File: src/rtl/reg_scoreboard.sv
`default_nettype none
// +--------------------------------------------------------------------------+
// | reg_scoreboard: register RAW-hazard scoreboard between decode and execute|
// | Rev 1.0 - initial release                                                |
// +--------------------------------------------------------------------------+
module reg_scoreboard #(
  parameter int ADDR_WIDTH   = 5,
  parameter int DEPTH        = 3,
  parameter int MAX_INFLIGHT = 8
) (
  input  logic                              clk,
  input  logic                              rst,
  input  logic                              issue_valid,
  output logic                              issue_ready,
  input  logic                              issue_rs1_en,
  input  logic [ADDR_WIDTH-1:0]             issue_rs1,
  input  logic                              issue_rs2_en,
  input  logic [ADDR_WIDTH-1:0]             issue_rs2,
  input  logic                              issue_regW,
  input  logic [ADDR_WIDTH-1:0]             issue_rd,
  input  logic                              wb_valid,
  input  logic [ADDR_WIDTH-1:0]             wb_rd,
  input  logic                              flush,
  output logic                              stall_raw,
  output logic [$clog2(MAX_INFLIGHT+1)-1:0] inflight,
  output logic                              err_underflow
);

  localparam int c_nreg = 1 << ADDR_WIDTH;
  localparam int c_cw   = $clog2(DEPTH + 1);
  localparam int c_tw   = $clog2(MAX_INFLIGHT + 1);

  logic [c_nreg-1:0][c_cw-1:0] w_cnt;
  logic [c_tw-1:0]             r_tot;
  logic                        r_err;

  logic            w_wb_trk, w_wb_under, w_wb_dec;
  logic            w_hit1, w_hit2, w_hitd;
  logic [c_cw-1:0] w_eff1, w_eff2, w_effd;
  logic            w_raw, w_trk_wr, w_cap, w_inc;

  // x0 is hardwired zero so it can never look busy.
  assign w_cnt[0] = '0;

  assign w_wb_trk   = wb_valid && (wb_rd != '0);
  assign w_wb_under = w_wb_trk && ((w_cnt[wb_rd] == '0) || (r_tot == '0));
  assign w_wb_dec   = w_wb_trk && !w_wb_under;

  // Same-cycle writeback bypass: a register retiring now no longer blocks.
  assign w_hit1 = wb_valid && (wb_rd == issue_rs1) && (w_cnt[issue_rs1] != '0);
  assign w_hit2 = wb_valid && (wb_rd == issue_rs2) && (w_cnt[issue_rs2] != '0);
  assign w_hitd = wb_valid && (wb_rd == issue_rd)  && (w_cnt[issue_rd]  != '0);
  assign w_eff1 = w_cnt[issue_rs1] - c_cw'(w_hit1);
  assign w_eff2 = w_cnt[issue_rs2] - c_cw'(w_hit2);
  assign w_effd = w_cnt[issue_rd]  - c_cw'(w_hitd);

  assign w_raw = (issue_rs1_en && (issue_rs1 != '0) && (w_eff1 != '0)) ||
                 (issue_rs2_en && (issue_rs2 != '0) && (w_eff2 != '0));

  assign w_trk_wr = issue_regW && (issue_rd != '0);
  assign w_cap    = w_trk_wr && ((w_effd == c_cw'(DEPTH)) ||
                                 ((r_tot - c_tw'(w_wb_dec)) == c_tw'(MAX_INFLIGHT)));

  assign issue_ready   = !rst && !flush && !w_raw && !w_cap;
  assign stall_raw     = !rst && issue_valid && w_raw && !flush;
  assign w_inc         = issue_valid && issue_ready && w_trk_wr;
  assign inflight      = r_tot;
  assign err_underflow = r_err;

  for (genvar r = 1; r < c_nreg; r++) begin : g_cnt
    logic            r_c;
    logic [c_cw-1:0] r_val;
    logic            w_up, w_dn;
    assign w_up = w_inc    && (issue_rd == ADDR_WIDTH'(r));
    assign w_dn = w_wb_dec && (wb_rd    == ADDR_WIDTH'(r));
    always_ff @(posedge clk or posedge rst) begin
      if (rst)                r_val <= '0;
      else if (flush)         r_val <= '0;
      else if (w_up && !w_dn) r_val <= r_val + 1'b1;
      else if (w_dn && !w_up) r_val <= r_val - 1'b1;
    end
    assign r_c      = 1'b0;
    assign w_cnt[r] = r_val | {c_cw{r_c}};
  end

  always_ff @(posedge clk or posedge rst) begin
    if (rst)                      r_tot <= '0;
    else if (flush)               r_tot <= '0;
    else if (w_inc && !w_wb_dec)  r_tot <= r_tot + 1'b1;
    else if (w_wb_dec && !w_inc)  r_tot <= r_tot - 1'b1;
  end

  // Sticky until reset; a flush does not clear it and masks same-cycle events.
  always_ff @(posedge clk or posedge rst) begin
    if (rst)                      r_err <= 1'b0;
    else if (!flush && w_wb_under) r_err <= 1'b1;
  end

endmodule
`default_nettype wire

File: config.mk
export PLATFORM = sky130hd
export DESIGN_NAME = reg_scoreboard
export DESIGN_NICKNAME = d
export VERILOG_FILES = /design/src/rtl/reg_scoreboard.sv
export SDC_FILE = /design/constraint.sdc
export NUM_CORES = 1
export LEC_CHECK = 0
export BUFFER_PORTS_ARGS = -buffer_cell sky130_fd_sc_hd__buf_2
export CAP_MARGIN = 20
export CORE_MARGIN = 5
export CORE_UTILIZATION = 41
export CTS_CLUSTER_DIAMETER = 50
export DETAILED_ROUTE_END_ITERATION = 8
export PLACE_DENSITY = 0.61
export SETUP_SLACK_MARGIN = 0.4
export SLEW_MARGIN = 20
export SYNTH_ARGS = -nofsm -noshare
export SYNTH_HDL_FRONTEND = slang
export SYNTH_SLANG_ARGS = --single-unit
File: constraint.sdc
create_clock -name clk -period 9.2 [get_ports clk]
set_input_delay 0 -clock clk [delete_from_list [all_inputs] [get_ports clk]]
set_output_delay 0 -clock clk [all_outputs]
set_load 0.005 [all_outputs]
# Word level (Yosys, flattened, before mapping)
# Index checks and enable logic that the tools add are counted.
# W data, S select, Z words.
dict set report op_classes {
  mul 0
  n_addsub 68
  n_lt_le_gt_ge 4
  n_eq_ne 67
  n_shift 0
  reduce_logical 265
  div 0
  n_bitwise 0
  muxes 104
}
# cell count
set ops {}
lappend ops {{$mux W2} 97}
lappend ops {{$eq A5 B5 Y1 const B} 32}
lappend ops {{$logic_and A1 B1 Y1} 150}
lappend ops {{$reduce_bool A3 Y1} 32}
lappend ops {{$eq A5 B4 Y1 const B} 16}
lappend ops {{$logic_not A1 Y1} 69}
lappend ops {{$add A2 B1 Y2 const B} 31}
lappend ops {{$sub A2 B1 Y2 const B} 31}
lappend ops {{$bmux W2 S5} 4}
lappend ops {{$eq A5 B3 Y1 const B} 8}
lappend ops {{$lt A5 B6 Y1 const B} 4}
lappend ops {{$eq A5 B2 Y1 const B} 4}
lappend ops {{$reduce_bool A5 Y1} 4}
lappend ops {{$eq A5 B5 Y1} 3}
lappend ops {{$mux W4} 3}
lappend ops {{$eq A5 B1 Y1 const B} 2}
lappend ops {{$reduce_bool A2 Y1} 5}
lappend ops {{$sub A2 B1 Y2} 3}
lappend ops {{$add A4 B1 Y4 const B} 1}
lappend ops {{$eq A4 B4 Y1 const B} 1}
lappend ops {{$logic_not A4 Y1} 1}
lappend ops {{$sub A4 B1 Y4} 1}
lappend ops {{$sub A4 B1 Y4 const B} 1}
lappend ops {{$logic_or A1 B1 Y1} 3}
lappend ops {{other kinds (2)} 2}
dict set report totals {
  out_inout_bits 7
  elab_cells 541
  romBits 0
  ff_bits 67
  latch_bits 0
  input_bits 28
  mem_bits_rw 0
  mem_count 0
}

# Logic depth before layout (Yosys ltp)
dict set report depth {
  word_depth 21
  mapped_depth 20
  ltp_nobuf 17
}

# Least setup slack after synthesis
# No wires, ideal clock.
dict set report synth_timing {
  path_type {in2reg}
  start {input port issue_rd[1]}
  end {register r_tot[3] (netlist: inflight[3])}
  setup_ns 0.128
  path_slack_ns 4.673
  required_ns 9.072
  arrival_time_ns 4.399
  path_stages 19
  n_path_buf 4
  path_cell_list {buf_2 -> clkbuf_1 -> clkbuf_1 -> mux4_2 -> mux4_2 -> mux2i_1 -> a21oi_1 -> ha_1 -> nor3_1 -> nor3_1 -> or4b_1 -> buf_2 -> nand2b_1 -> ha_1 -> a21o_1 -> a21oi_1 -> nor2_1 -> mux2i_1 -> mux2_1}
}
dict set report synth_via {
  elab_chain_cells 15
  elab_cells_between_ends 22
  cone_classes {add/sub (1); eq/ne (2); mux (4); reduce/logical (15)}
}
# item line
set synth_lines {}
lappend synth_lines {{start, declared} 20} ;# input logic [ADDR_WIDTH-1:0] issue_rd,
lappend synth_lines {{$bmux W2 S5} {52, 55}}
lappend synth_lines {{$mux W2 (not written as such)} {52, 55}}
lappend synth_lines {{$reduce_bool A2 Y1} 52} ;# assign w_hitd = wb_valid && (wb_rd == issue_rd) && (w_cnt[issue_rd] != '0);
lappend synth_lines {{$logic_and A1 B1 Y1} 52}
lappend synth_lines {{$sub A2 B1 Y2} 55} ;# assign w_effd = w_cnt[issue_rd] - c_cw'(w_hitd);
lappend synth_lines {{$eq A2 B2 Y1} 61} ;# assign w_cap = w_trk_wr && ((w_effd == c_cw'(DEPTH)) ||
lappend synth_lines {{$logic_or A1 B1 Y1} 61}
lappend synth_lines {{$logic_and A1 B1 Y1} 61}
lappend synth_lines {{$logic_not A1 Y1} 64} ;# assign issue_ready = !rst && !flush && !w_raw && !w_cap;
lappend synth_lines {{$logic_and A1 B1 Y1} 64}
lappend synth_lines {{$logic_and A1 B1 Y1} 66} ;# assign w_inc = issue_valid && issue_ready && w_trk_wr;
lappend synth_lines {{$logic_and A1 B1 Y1 *} 66}
lappend synth_lines {{$logic_and A1 B1 Y1 or $logic_not A1 Y1 (tied branches)} {89, 90}}
lappend synth_lines {{$mux W4 or $logic_and A1 B1 Y1 (tied branches)} {89, 90}}
lappend synth_lines {{$mux W4 or $reduce_bool A3 Y1 (tied branches)} --}
lappend synth_lines {{end signal, assigned} 89} ;# else if (w_inc && !w_wb_dec) r_tot <= r_tot + 1'b1;
lappend synth_lines {{end signal, assigned} 90} ;# else if (w_wb_dec && !w_inc) r_tot <= r_tot - 1'b1;
lappend synth_lines {{end, declared} 34} ;# logic [c_tw-1:0] r_tot;
# Every way passes the cells marked *; elsewhere a longest branch is shown, timed or not. The select of a mux whose other input is x is not followed.
# A chain may end at the register's enable or synchronous reset.

# Worst setup path in the final report
dict set report layout_timing {
  start {register g_cnt[9].r_val[0]}
  end {register r_tot[3] (netlist: inflight[3])}
}
dict set report layout_via {
  elab_chain_cells 18
  elab_cells_between_ends 45
  cone_classes {add/sub (4); eq/ne (2); mux (10); reduce/logical (29)}
}
# item line
set layout_lines {}
lappend layout_lines {{start, declared} 72} ;# logic [c_cw-1:0] r_val;
lappend layout_lines {{start signal, assigned} 79} ;# else if (w_up && !w_dn) r_val <= r_val + 1'b1;
lappend layout_lines {{start signal, assigned} 80} ;# else if (w_dn && !w_up) r_val <= r_val - 1'b1;
lappend layout_lines {{$bmux W2 S5} 46} ;# assign w_wb_under = w_wb_trk && ((w_cnt[wb_rd] == '0) || (r_tot == '0));
lappend layout_lines {{$mux W2 (not written as such)} 46}
lappend layout_lines {{$logic_not A2 Y1} 46}
lappend layout_lines {{$logic_or A1 B1 Y1} 46}
lappend layout_lines {{$logic_and A1 B1 Y1} 46}
lappend layout_lines {{$logic_not A1 Y1} 47} ;# assign w_wb_dec = w_wb_trk && !w_wb_under;
lappend layout_lines {{$logic_and A1 B1 Y1} 47}
lappend layout_lines {{$sub A4 B1 Y4} 62} ;# ((r_tot - c_tw'(w_wb_dec)) == c_tw'(MAX_INFLIGHT)));
lappend layout_lines {{$eq A4 B4 Y1} 62}
lappend layout_lines {{$logic_or A1 B1 Y1} 61}
lappend layout_lines {{$logic_and A1 B1 Y1} 61}
lappend layout_lines {{$logic_not A1 Y1} 64}
lappend layout_lines {{$logic_and A1 B1 Y1} 64}
lappend layout_lines {{$logic_and A1 B1 Y1 (2 in series)} 66}
lappend layout_lines {{$logic_and A1 B1 Y1 or $logic_not A1 Y1 (tied branches)} {89, 90}}
lappend layout_lines {{$mux W4 or $logic_and A1 B1 Y1 (tied branches)} {89, 90}}
lappend layout_lines {{$mux W4 or $reduce_bool A3 Y1 (tied branches)} --}
# Parallel ways exist; a longest one is shown, timed or not. The select of a mux whose other input is x is not followed.

==> impl_results.md <==
* Number of H-tree levels at 3
* Critical path, cell by cell: mux4_2 -> mux2_2 -> a211oi_1 -> o41ai_1 -> or4_2 -> or4b_1 -> nand2b_1 -> ha_1 -> a21o_1 -> a21oi_1 -> nor2_1 -> mux2i_1 -> mux2_1
* Final hold violations at 0
* Routed wire per std cell at 21.6 um
* Number of inserted diodes at 0
* Multi-input logic area at 0.00514 mm^2
* DP HPWL at roughly 16000 um
* GR Util All Layers at ~22%
* Largest net degree at the start of global routing at 100
* Reg2reg path depth at 13
* Max Slew Vio Count at 0
* I/O pin count at 35
* Starting Density at approximately two fifths
* Via density at 6.27
* Number of setup violations in the final report at 0
* Crit Path Class: flip-flop to flip-flop
* Worst Skew at just over 8 ps
* # resized after CTS at 0
* Die area at around 0.020 mm^2
* Crit path DAT at 5320 ps
* CTS Buf Count at 9
* Clk buf depth at 2
* Fill cells at 1730
* Worst-margin pin slew at around 980 ps
* Synth unique cells at 61
* WP data required at 9430 ps
* Vias at 6316
* Mapped cell area at between 0.007 and 0.008 mm^2
* Setup Buffers After CTS at 0
* Nets at 812
* Sink Count at 67
* CTS tree: built
* Min Hold Slack at 149 ps
* Static Leak at 2.82 nW
* Die Wd at 142 um
* Die Ht at 142 um
* Number of global-route vias before repair at 5968
* Row count at 48
* Async S/R FF share, synth at 100%
* MaxCap Viol Count at 0
* VDD IR max at 0.0868 mV
* Drt first pass iters at 5
* Slowest cell on the critical path: or4_2
* Flops & latches, synth at 67
* Port bufs at 34
* Syn_area_per_cell at 8.94 um^2
* Initial DRC Count at 580
* First-pass GRT wire length at around 35000 um
* Syn nets at 828
* Hold Path Class: input port to flip-flop
* Synth warn at 0
* Status: finished, final reports clean
* Placed instance area at 0.00734 mm^2
* Worst path max stage delay at 1100 ps
* Gate Count Post-Synth at slightly below 800
* Fin crit period at 5090 ps
* Commonest register cell after synthesis: dfrtp_1
* CTS Root Cell: clkbuf_16
* Slew headroom at 34.5%
* Gr ovfl total at 0
* Area delta synth->final at 7.81%
* PwrDens at 106 mW/mm^2
* Design Area, Final at 0.00766 mm^2
* Worst-skew pair later-pin latency at 350 ps
* Clock slew at reported path FFs at around 60 ps
* Cts hold-fix bufs at 1
* Post-route ant nets at 0
* Post-synth EDFFs at 0
* CP Max Fanout at 34
* Setup TNS at 0 ps
* Hold depth at 3
* CORE AREA at 0.0172 mm^2
* Placer Congestion at 0.955
* Unrepaired setup endpoints after global routing: no
* Register Area at about 0.0017 mm^2
* DR DRC count at 0
* Layout cells sized above 1 at 21.6%
* Worst Setup End Kind: flip-flop
* Final wirelength at about 22000 um
* Startpoint types: flip-flop
* Timing-limited maximum frequency at 0.197 GHz
* Antenna violations before repair at 0
* Final worst-path cycle share at 55.3%
* Post-synthesis sequential area ratio at 23.6%
==> stage by stage <==
step                util, %  setup slack [ps]  instances  power [mW]
global placement       42.7              4070        992       0.439
floorplan                 -              4670        795       0.404
detailed placement     42.7              4050        992       0.440
CTS                    44.6              4120       1008       0.815
global route           44.6              3830       1008       0.841
finish                 44.6              4110       1008       0.809
==> routing by layer <==
layer	vias to the layer above	global-route usage [%]	wire length (um)
met3	41	5.97	1920
met2	281	32.1	9280
li1	2912	-	-
met5	-	0	0
met4	0	7.02	635
met1	3082	31.7	9960
==> registers in the layout, summed over array words and instances (netlist names) <==
| name | flops |
|---|---|
| g_cnt.r_val | 62 |
| inflight | 4 |
| err_underflow | 1 |
==> cells in the mapped netlist (all sizes together) (7+ instances only) <==
| cell | n | area share (%) |
|---|---|---|
| nor2 | 91 | 4.8 |
| dfrtp | 67 | 24 |
| mux2i | 59 | 8.3 |
| nor2b | 48 | 4.2 |
| nand3 | 47 | 3.3 |
| clkbuf | 42 | 2.2 |
| nor4 | 40 | 5.8 |
| mux2 | 39 | 6.2 |
| xnor2 | 37 | 4.7 |
| mux4 | 34 | 11 |
| nor3 | 34 | 2.4 |
| buf | 24 | 1.5 |
| o21ai | 20 | 1.4 |
| nand2 | 18 | 0.95 |
| a21oi | 15 | 1.1 |
| or3 | 15 | 1.3 |
| or2 | 14 | 1.2 |
| and2 | 12 | 1.1 |
| nand2b | 12 | 1.1 |
| inv | 11 | 0.58 |
| nor3b | 10 | 1.1 |
| o21a | 10 | 1.1 |
| xor2 | 10 | 1.2 |
| a211oi | 7 | 0.74 |
| o31a | 7 | 0.86 |
==> layout by cell type (no fill, tap or decap), drive strengths merged, types with 5 or more instances in the layout <==
| cell | Yosys | layout |
|---|---|---|
| mux2 | 39 | 39 |
| nor3 | 34 | 34 |
| nor2 | 91 | 91 |
| dfrtp | 67 | 67 |
| nor2b | 48 | 48 |
| nand2b | 12 | 12 |
| a211oi | 7 | 7 |
| xor2 | 10 | 10 |
| nand3 | 47 | 47 |
| o31a | 7 | 7 |
| or3 | 15 | 15 |
| or2 | 14 | 14 |
| mux4 | 34 | 34 |
| clkbuf | 42 | 14 |
| a21oi | 15 | 15 |
| nand4 | 6 | 6 |
| inv | 11 | 11 |
| and2 | 12 | 12 |
| nor3b | 10 | 10 |
| buf | 24 | 38 |
| mux2i | 59 | 59 |
| xnor2 | 37 | 37 |
| nand2 | 18 | 18 |
| nor4 | 40 | 40 |
| o21ai | 20 | 20 |
| o311ai | 5 | 5 |
| a2111oi | 6 | 6 |
| o21a | 10 | 10 |
==> cell type report <==
| type | instances | share of cell area (%) |
|---|---|---|
| multi-input cells | 651 | 67.0 |
| clock buffers | 14 | 3.71 |
| clock inverters | 1 | 0.392 |
| repair buffers | 39 | 2.78 |
| well taps | 225 | 3.67 |
| flip-flops and latches | 67 | 21.9 |
| inverters | 11 | 0.539 |
==> kinds of logic after synthesis <==
logic type | Yosys count | share of synthesized area, %
XOR/XNOR | 47 | 5.90
flip-flops | 67 | 23.6
multiplexers | 132 | 25.3
adder cells (fa/ha/maj) | 5 | 0.986
AO/OA/AOI/OAI | 102 | 10.2
buffers and inverters | 77 | 4.29
AND/OR/NAND/NOR | 365 | 29.8
==> worst paths after layout <==
kind / from / endpoint / slack (ps)
worst max-delay path: g_cnt[9].r_val[0] / inflight[3] / 4110
worst min-delay path: wb_valid / err_underflow / 150
worst max register to register: g_cnt[9].r_val[0] / inflight[3] / 4110
worst min register to register: err_underflow / err_underflow / 480
max in group asynchronous: rst / g_cnt[1].r_val[0] / 8110
min in group asynchronous: rst / inflight[3] / 510
==> worst max-delay path: cells and delay by family (launching register included) <==
family,cells,cell delay (ps)
DFF,1,470
and+or+nand+nor,4,2200
muxes,4,1240
AOI/OAI and AO/OA,4,750
adders and majority gates,1,300
==> report_power, final <==
part	internal (mW)	total, mW	switching (mW)
Combinational	0.0428	0.137	0.0945
Sequential	0.297	0.300	0.00339
Clock	0.238	0.371	0.133
Power figures use the tool's default switching activity.
